==> src/rtl/alu_mc.sv <==
// Registered EX-stage ALU: single-cycle ops plus iterative shift-add MULTU
// and restoring DIVU behind a valid/ready handshake, results in HI/LO.
module alu_mc #(
  parameter int WIDTH = 32
) (
  input  logic             clk,
  input  logic             rst_n,
  input  logic             in_valid,
  output logic             in_ready,
  input  logic [3:0]       op,
  input  logic [WIDTH-1:0] a,
  input  logic [WIDTH-1:0] b,
  output logic             out_valid,
  output logic [WIDTH-1:0] result,
  output logic             zero,
  output logic [WIDTH-1:0] hi,
  output logic [WIDTH-1:0] lo,
  output logic             busy,
  output logic             div_by_zero
);

  localparam int SHW = $clog2(WIDTH);
  localparam logic [SHW-1:0] LAST_STEP = SHW'(WIDTH - 1);

  localparam logic [1:0] S_IDLE = 2'd0;
  localparam logic [1:0] S_MUL  = 2'd1;
  localparam logic [1:0] S_DIV  = 2'd2;
  localparam logic [1:0] S_DONE = 2'd3;

  localparam logic [3:0] OP_ADD   = 4'h0;
  localparam logic [3:0] OP_SUB   = 4'h1;
  localparam logic [3:0] OP_AND   = 4'h2;
  localparam logic [3:0] OP_NOR   = 4'h3;
  localparam logic [3:0] OP_OR    = 4'h4;
  localparam logic [3:0] OP_SLT   = 4'h5;
  localparam logic [3:0] OP_EQ    = 4'h6;
  localparam logic [3:0] OP_NE    = 4'h7;
  localparam logic [3:0] OP_SLTU  = 4'h8;
  localparam logic [3:0] OP_XOR   = 4'h9;
  localparam logic [3:0] OP_SLL   = 4'hA;
  localparam logic [3:0] OP_SRL   = 4'hB;
  localparam logic [3:0] OP_SRA   = 4'hC;
  localparam logic [3:0] OP_MULTU = 4'hD;
  localparam logic [3:0] OP_DIVU  = 4'hE;
  localparam logic [3:0] OP_RSVD  = 4'hF;

  logic [1:0]         state_q, state_d;
  logic [SHW-1:0]     cnt_q, cnt_d;
  logic [2*WIDTH-1:0] acc_q, acc_d;
  logic [WIDTH-1:0]   opnd_q, opnd_d;
  logic [WIDTH-1:0]   result_q, result_d;
  logic               zero_q, zero_d;
  logic [WIDTH-1:0]   hi_q, hi_d;
  logic [WIDTH-1:0]   lo_q, lo_d;
  logic               outValid_q, outValid_d;
  logic               divZero_q, divZero_d;

  logic               accept;
  logic [SHW-1:0]     shamt;
  logic [WIDTH-1:0]   aluRes;
  logic               aluZero;
  logic [WIDTH:0]     mulSum, divShift, divDiff;
  logic [2*WIDTH-1:0] iterAcc;

  assign in_ready    = (state_q == S_IDLE) || (state_q == S_DONE);
  assign busy        = ~in_ready;
  assign accept      = in_valid && in_ready;
  assign shamt       = b[SHW-1:0];
  assign out_valid   = outValid_q;
  assign result      = result_q;
  assign zero        = zero_q;
  assign hi          = hi_q;
  assign lo          = lo_q;
  assign div_by_zero = divZero_q;

  always_comb begin
    aluRes = '0;
    case (op)
      OP_ADD:  aluRes = a + b;
      OP_SUB:  aluRes = a - b;
      OP_AND:  aluRes = a & b;
      OP_NOR:  aluRes = ~(a | b);
      OP_OR:   aluRes = a | b;
      OP_SLT:  aluRes = {{(WIDTH-1){1'b0}}, $signed(a) < $signed(b)};
      OP_SLTU: aluRes = {{(WIDTH-1){1'b0}}, a < b};
      OP_XOR:  aluRes = a ^ b;
      OP_SLL:  aluRes = a << shamt;
      OP_SRL:  aluRes = a >> shamt;
      OP_SRA:  aluRes = WIDTH'($signed(a) >>> shamt);
      default: aluRes = '0;
    endcase
    case (op)
      OP_EQ:   aluZero = (a == b);
      OP_NE:   aluZero = (a != b);
      OP_RSVD: aluZero = 1'b1;
      default: aluZero = (aluRes == '0);
    endcase
  end

  // acc_q holds {partial product, multiplier} for MUL and {remainder, dividend/quotient} for DIV
  always_comb begin
    mulSum   = {1'b0, acc_q[2*WIDTH-1:WIDTH]} + (acc_q[0] ? {1'b0, opnd_q} : {(WIDTH+1){1'b0}});
    divShift = {acc_q[2*WIDTH-1:WIDTH], acc_q[WIDTH-1]};
    divDiff  = divShift - {1'b0, opnd_q};
    if (state_q == S_DIV) begin
      if (!divDiff[WIDTH]) iterAcc = {divDiff[WIDTH-1:0], acc_q[WIDTH-2:0], 1'b1};
      else                 iterAcc = {divShift[WIDTH-1:0], acc_q[WIDTH-2:0], 1'b0};
    end else begin
      iterAcc = {mulSum, acc_q[WIDTH-1:1]};
    end
  end

  always_comb begin
    state_d    = state_q;
    cnt_d      = cnt_q;
    acc_d      = acc_q;
    opnd_d     = opnd_q;
    result_d   = result_q;
    zero_d     = zero_q;
    hi_d       = hi_q;
    lo_d       = lo_q;
    outValid_d = 1'b0;
    divZero_d  = 1'b0;
    case (state_q)
      S_MUL, S_DIV: begin
        acc_d = iterAcc;
        cnt_d = cnt_q + SHW'(1);
        if (cnt_q == LAST_STEP) begin
          state_d    = S_DONE;
          hi_d       = iterAcc[2*WIDTH-1:WIDTH];
          lo_d       = iterAcc[WIDTH-1:0];
          result_d   = iterAcc[WIDTH-1:0];
          zero_d     = (iterAcc[WIDTH-1:0] == '0);
          outValid_d = 1'b1;
          divZero_d  = (state_q == S_DIV) && (opnd_q == '0);
        end
      end
      default: begin
        state_d = S_IDLE;
        if (accept) begin
          if (op == OP_MULTU) begin
            state_d = S_MUL;
            cnt_d   = '0;
            acc_d   = {{WIDTH{1'b0}}, b};
            opnd_d  = a;
          end else if (op == OP_DIVU) begin
            state_d = S_DIV;
            cnt_d   = '0;
            acc_d   = {{WIDTH{1'b0}}, a};
            opnd_d  = b;
          end else begin
            result_d   = aluRes;
            zero_d     = aluZero;
            outValid_d = 1'b1;
          end
        end
      end
    endcase
  end

  always_ff @(posedge clk) begin
    if (!rst_n) begin
      state_q    <= S_IDLE;
      cnt_q      <= '0;
      acc_q      <= '0;
      opnd_q     <= '0;
      result_q   <= '0;
      zero_q     <= 1'b0;
      hi_q       <= '0;
      lo_q       <= '0;
      outValid_q <= 1'b0;
      divZero_q  <= 1'b0;
    end else begin
      state_q    <= state_d;
      cnt_q      <= cnt_d;
      acc_q      <= acc_d;
      opnd_q     <= opnd_d;
      result_q   <= result_d;
      zero_q     <= zero_d;
      hi_q       <= hi_d;
      lo_q       <= lo_d;
      outValid_q <= outValid_d;
      divZero_q  <= divZero_d;
    end
  end

endmodule

==> config.mk <==
export PLATFORM = sky130hd
export DESIGN_NAME = alu_mc
export DESIGN_NICKNAME = d
export VERILOG_FILES = /design/src/rtl/alu_mc.sv
export SDC_FILE = /design/constraint.sdc
export NUM_CORES = 1
export LEC_CHECK = 0
export CAP_MARGIN = 20
export CORE_MARGIN = 2
export CORE_UTILIZATION = 45
export CTS_CLUSTER_DIAMETER = 30
export CTS_CLUSTER_SIZE = 24
export DETAILED_ROUTE_END_ITERATION = 7
export GPL_TIMING_DRIVEN = 0
export HOLD_SLACK_MARGIN = 0.05
export PLACE_DENSITY = 0.74
export SLEW_MARGIN = 20
export SYNTH_ARGS = -nofsm -noshare
export SYNTH_HDL_FRONTEND = slang
export SYNTH_SLANG_ARGS = --single-unit
==> constraint.sdc <==
create_clock -name clk -period 5.75 [get_ports clk]
set_clock_uncertainty 0.2 [all_clocks]
set_input_delay 0.8625 -clock clk [delete_from_list [all_inputs] [get_ports clk]]
set_output_delay 0.8625 -clock clk [all_outputs]
set_load 0.02 [all_outputs]
Yosys cells after proc, flatten, opt, wreduce, memory -nomap -nowiden --
Index checks and enable logic that the tools add are counted.
Word-level totals: bits in latches 0, memories 0, bits of input ports 71, logic and storage cells 102, output and inout bits 101, ROM bits 0, bits in writable memories 0, bits in registers 202
Cells by class: reduce and logical (&&, ||, !) cells 17, add/subtract/negate cells 5, multipliers 0, bitwise logic cells 6, equality and inequality tests 24, multiplexer cells 35, div/mod/pow operators 0, magnitude comparators 2, shift-type cells 3
Operator list (count):
- 2-to-1 mux 64 bit | 6
- case mux 32 bit (11 select lines) | 1
- 2-to-1 mux 32 bit | 8
- zero test 32 bit | 3
- less-than comparator 32 bit | 2
- adder 32 x 32 -> 33 bit | 1
- subtractor 33 x 32 -> 33 bit | 1
- adder 32 bit | 1
- bitwise AND 32 bit | 1
- equality test 32 bit | 1
- equality test 4 bit, second input constant | 8
- inequality test 32 bit | 1
- NOT 32 bit | 1
- OR 32 bit | 1
- left shift 32 x 5 -> 32 bit | 1
- >> shifter 32 x 5 -> 32 bit | 1
- >>> shifter 32 x 5 -> 32 bit | 1
- subtractor 32 bit | 1
- bitwise XOR 32 bit | 1
- 2-to-1 mux 5 bit | 4
- equality test 4 x 3 -> 1 bit, second input constant | 4
- 2-to-1 mux 1 bit | 10
- 2-to-1 mux 2 bit | 5
- equality test 4 x 2 -> 1 bit, second input constant | 2
- other kinds (19) | 26

Depth between registers and ports, before layout --
word-level depth 9, depth in mapped cells 18, mapped depth without buffers 15

Worst setup path after synthesis --
Ideal clock, no wire load.
path type input to register, from in b[4], to reg zero_q (netlist: zero), arrival 4.492 ns, cell stages on the path 17, library setup time 0.059 ns, required time 5.491 ns, buffers on the path 4, slack 1.000 ns, cell sequence clkbuf_1 > clkinv_1 > clkbuf_1 > buf_1 > ha_1 > buf_6 > nor2b_1 > or4_4 > a2111oi_2 > nor2_1 > a221oi_1 > o211ai_1 > nor4b_1 > nand3_1 > nor4_1 > and4_1 > a31o_1
Between the ends: longest elaborated chain between the ends 9, elaborated cells on any way between the ends 20, classes of those cells add/sub (2); order compare (2); eq/ne (2); shift (3); mux (6); bitwise (4); reduce/logical (1)
RTL lines:
- start, declared | RTL line 12 | input logic [WIDTH-1:0] b,
- branches (longest 4 deep; another with subtractor 32 bit)
- case mux 1 bit (3 select lines) * | RTL line 92 | case (op)
- 2-to-1 mux 1 bit * | RTL line 146 | end else if (op == OP_DIVU) begin
- 2-to-1 mux 1 bit * | RTL line 141 | if (op == OP_MULTU) begin
- 2-to-1 mux 1 bit * | RTL line 140 | if (accept) begin
- 2-to-1 mux 1 bit * | RTL line 124 | case (state_q)
- end signal, assigned | RTL line 179 | zero_q <= zero_d;
- end, declared | RTL line 52 | logic zero_q, zero_d;
Mark *: on every way between the ends. The select of a mux whose other input is x is not followed. A chain may end at the register's enable or synchronous reset.

Final worst setup path --
from in a[23], to reg result_q[26] (netlist: result[26])
Between the ends: longest elaborated chain between the ends 6, elaborated cells on any way between the ends 10, classes of those cells add/sub (2); shift (3); mux (5)
RTL lines:
- start, declared | RTL line 11 | input logic [WIDTH-1:0] a,
- subtractor 32 bit (tied with other cells) | RTL line 80 | OP_SUB: aluRes = a - b;
- case mux 32 bit (11 select lines) * | RTL line 78 | case (op)
- 2-to-1 mux 32 bit * | RTL line 146
- 2-to-1 mux 32 bit * | RTL line 141
- 2-to-1 mux 32 bit * | RTL line 140
- 2-to-1 mux 32 bit * | RTL line 124
- end signal, assigned | RTL line 178 | result_q <= result_d;
- end, declared | RTL line 51 | logic [WIDTH-1:0] result_q, result_d;
Mark *: on every way between the ends. The rest lies on a longest branch, timed or not. The select of a mux whose other input is x is not followed.

==> impl_metrics.py <==
metrics = {
    "status": {
        "status": "finished with violations",
        "violations": "DRC, setup timing",
    },
    "routing": {
        "wl_met3_mm": 18.5,
        "top_layer": "met5",
        "first_pass_iters": 8,
        "wl_per_cell_um": 34.7,
        "vias": 28747,
        "drc_errors": 3,
        "wl_met1_mm": 49.1,
        "drt-initial-drc-count": 4408,
        "vias_per_cell": 7.22,
        "routed_wl_mm": 138,
        "postRouteAntennaNets": 0,
        "routed-wl-met2_mm": 56.1,
    },
    "pwr": {
        "power_density_mw_per_mm2": 348,
        "p_leak_nw": 10.5,
        "ir_drop_v": 0.000281,
        "totalPowerFinal_mw": 9.34,
    },
    "setup_path": {
        "max_stage_delay_ps": 870,
        "worstSetupPathType": "in -> reg",
        "cp-end-kind": "flop",
        "r2r_start": "acc_q[31]",
        "cpMostUsedCell": "nor2_1",
        "required_ps": 5970,
        "crit_fanout": 11,
        "start_kind": "input pin",
        "crit_start": "a[23]",
        "ff2ff_path_depth": 15,
        "path_cells": "dlygate4sd2_1 > inv_1 > ha_1 > clkbuf_1 > nor4_1 > nor2_1 > mux2i_1 > o2111ai_1 > a311oi_4 > o2111ai_2 > nor3_2 > a211oi_1 > a21oi_1 > nor2_1",
        "crit_slowest_cell": "dlygate4sd2_1",
        "arrival_ps": 6230,
    },
    "floorplan": {
        "core_area_sq_mm": 0.0503,
        "rows": 82,
        "fp.dieH_um": 230,
        "initial_core_util": 0.457,
        "die-area_sq_mm": 0.0529,
        "num_io_pins": 172,
        "fp.dieW_um": 230,
    },
    "synth": {
        "synth-edff-count": 0,
        "synth.net_count": 3315,
        "yosys.area.top_type_share": 0.176,
        "syn_inst": 3069,
        "ys.flop_type": "dfxtp_1",
        "syn_area_sq_mm": 0.0230,
        "synth_seq_cells": 202,
        "synth_top_area_cell": "dfxtp_1",
        "synth_area_leaders": "dfxtp_1 (18%), ha_1 (9.3%), a21oi_1 (5.8%)",
        "ys_seq_area_frac": 0.176,
        "synthArstFlopShare": 0,
        "yosysWarnings": 0,
        "syn_avg_cell_area_sq_um": 7.49,
        "ys_types": 106,
    },
    "final_layout": {
        "drive_above_1_share": 0.0881,
        "syn_to_final_growth_pct": 16.7,
        "utilization": 0.533,
        "nets": 3526,
    },
    "cts": {
        "htreeDepth": 1,
        "clock_latency_ps": 570,
        "root_buffer": "clkbuf_16",
        "clk_pin_slew_ps": 60,
        "cts_max_path_buffers": 3,
        "tritoncts": "done",
        "cts_buffers": 28,
        "cts.sinks": 202,
    },
    "sta": {
        "slew_viol_final": 0,
        "maxSlewHeadroom": 0.121,
        "fmax_mhz": 166,
        "holdWs_ps": 255,
        "setup_slack_ps": -257,
        "min_period_ps": 6010,
        "rsz0062_at_grt": "no",
        "worst_pin_slew_ps": 1310,
        "hold_viol": 0,
        "setup_viol": 3,
        "timing.final.crit_share": 1.04,
    },
    "grt": {
        "grt_pass1_vias": 26356,
        "grt_usage": 0.500,
        "antenna_found_initial": 11,
        "grt-ovfl-total": 0,
        "grt_max_degree": 21,
        "grt_pass1_wl_mm": 192,
    },
    "job": {
        "max_cap_violations": 0,
    },
    "worst_hold_path": {
        "min_path_type": "reg -> reg",
        "min-delay-start": "result[17]",
        "whs_path_depth": 2,
    },
    "place": {
        "place_congestion": 1.13,
        "io_buffers": 171,
        "hpwl_mm": 109,
    },
}
==> flip-flops by register name, summed over array words and instances (netlist names), 2 cells and up <==
| register | flops |
|---|---|
| lo | 32 |
| cnt_q | 5 |
| acc_q | 64 |
| result | 32 |
| hi | 32 |
| state_q | 2 |
| opnd_q | 32 |
==> layout by cell type (no fill, tap or decap), types with 22 or more instances in the layout <==
cell type        synthesis  layout
o21a_1                  30      30
and2_1                  51      51
nand2_1                236     236
a31oi_1                 31      31
ha_1                   171     171
nor2_1                 349     347
buf_2                   30      34
o211ai_1                43      43
inv_1                  148     148
xnor2_1                 31      31
xor2_1                  22      22
mux4_2                  47      47
nand3_1                 53      53
nor3_1                  62      61
o22ai_1                 38      38
mux2i_1                108     106
clkdlybuf4s50_1          0     165
clkbuf_1               177     164
o21ai_0                163     162
a21o_1                  43      43
mux2_2                  36      36
nand4_1                 39      39
dfxtp_1                202     202
clkbuf_16                0      29
a21oi_1                267     265
nor2b_1                 25      25
nor4_1                  32      30
a211oi_1               148     146
==> cell type report <==
cell class	instances	area, sq um
diodes	5	12.5
plain buffers	247	1150
clock buffers	32	747
clock inverters	20	194
fillers	4952	23500
inverters	154	586
multi-input cells	2465	17500
flip-flops and latches	202	4040
well taps	672	841
repair buffers	182	1800
==> critical path: cells and delay by family <==
family          cells  cell delay [ps]
compound gates      5             1810
fa+ha+maj           1              540
buf+inv             3             1620
mux                 1              340
simple gates        4             1050
==> power by group <==
group	switching, mW	leakage, nW	internal [mW]
Combinational	3.82	8.41	2.01
Sequential	0.175	1.64	1.57
Clock	0.754	0.452	1.01
Total	4.75	10.5	4.59
==> cells in the mapped netlist (12+ instances only) <==
cell and count:
buf_1 21, nand2_1 236, o211ai_1 43, xor2_1 22, xnor2_1 31, nor2b_1 25
and2_1 51, o22ai_1 38, a22oi_1 21, nand4_1 39, and3_1 21, mux4_2 47
inv_1 148, ha_1 171, or3_1 14, mux2i_1 108, dfxtp_1 202, nand2b_1 21
nor4_1 32, o21a_1 30, a211oi_1 148, nor2_1 349, a21o_1 43, o21bai_1 18
clkbuf_1 177, o21ai_0 163, a31oi_1 31, buf_2 30, a221oi_1 25, o31ai_1 22
o2111ai_1 16, mux2_2 36, o221ai_1 12, nand3_1 53, a21oi_1 267, nor3b_1 12
nor3_1 62
==> cells by family (layout without fill, tap and decap cells) <==
logic type	Yosys count	count (layout)	synth area share
other cells	0	5	0
flops	202	202	0.176
fa+ha+maj	175	175	0.0966
buf+inv	402	635	0.0731
compound gates	1060	1060	0.314
mux	199	199	0.117
xor+xnor	53	53	0.0202
simple gates	978	978	0.203
==> routing by layer <==
metal	vias up	track usage
met4	8	0.404
met2	2520	0.740
met5	-	0
met3	772	0.163
met1	13509	0.590
li1	11938	-
==> through the flow <==
stage / area (sq um) / TNS [ps] / worst slack, ps / std cells
finish: 26800 / -570 / -257 / 3979
detailed placement: 25600 / -28320 / -1960 / 3917
floorplan: 23000 / 0 / 1000 / 3069
global route: 26800 / 0 / 0.662 / 3974
CTS: 26700 / 0 / 40.7 / 3974
global placement: 25500 / -33950 / -2800 / 3912
==> worst paths after layout <==
| path | slack (ps) | end |
|---|---|---|
| max | -260 | result[26] |
| min | 260 | result[17] |
| max reg2reg | 890 | hi[22] |
| min reg2reg | 260 | result[17] |
==> what timing repair did <==
item | in CTS | in global routing
setup buffers | 6 | 0
setup endpoints to repair | 26 | 8
hold buffers | 0 | 0
pin swaps | 6 | 2
gates resized for setup | 39 | 42
(Power assumes the default switching activity.)
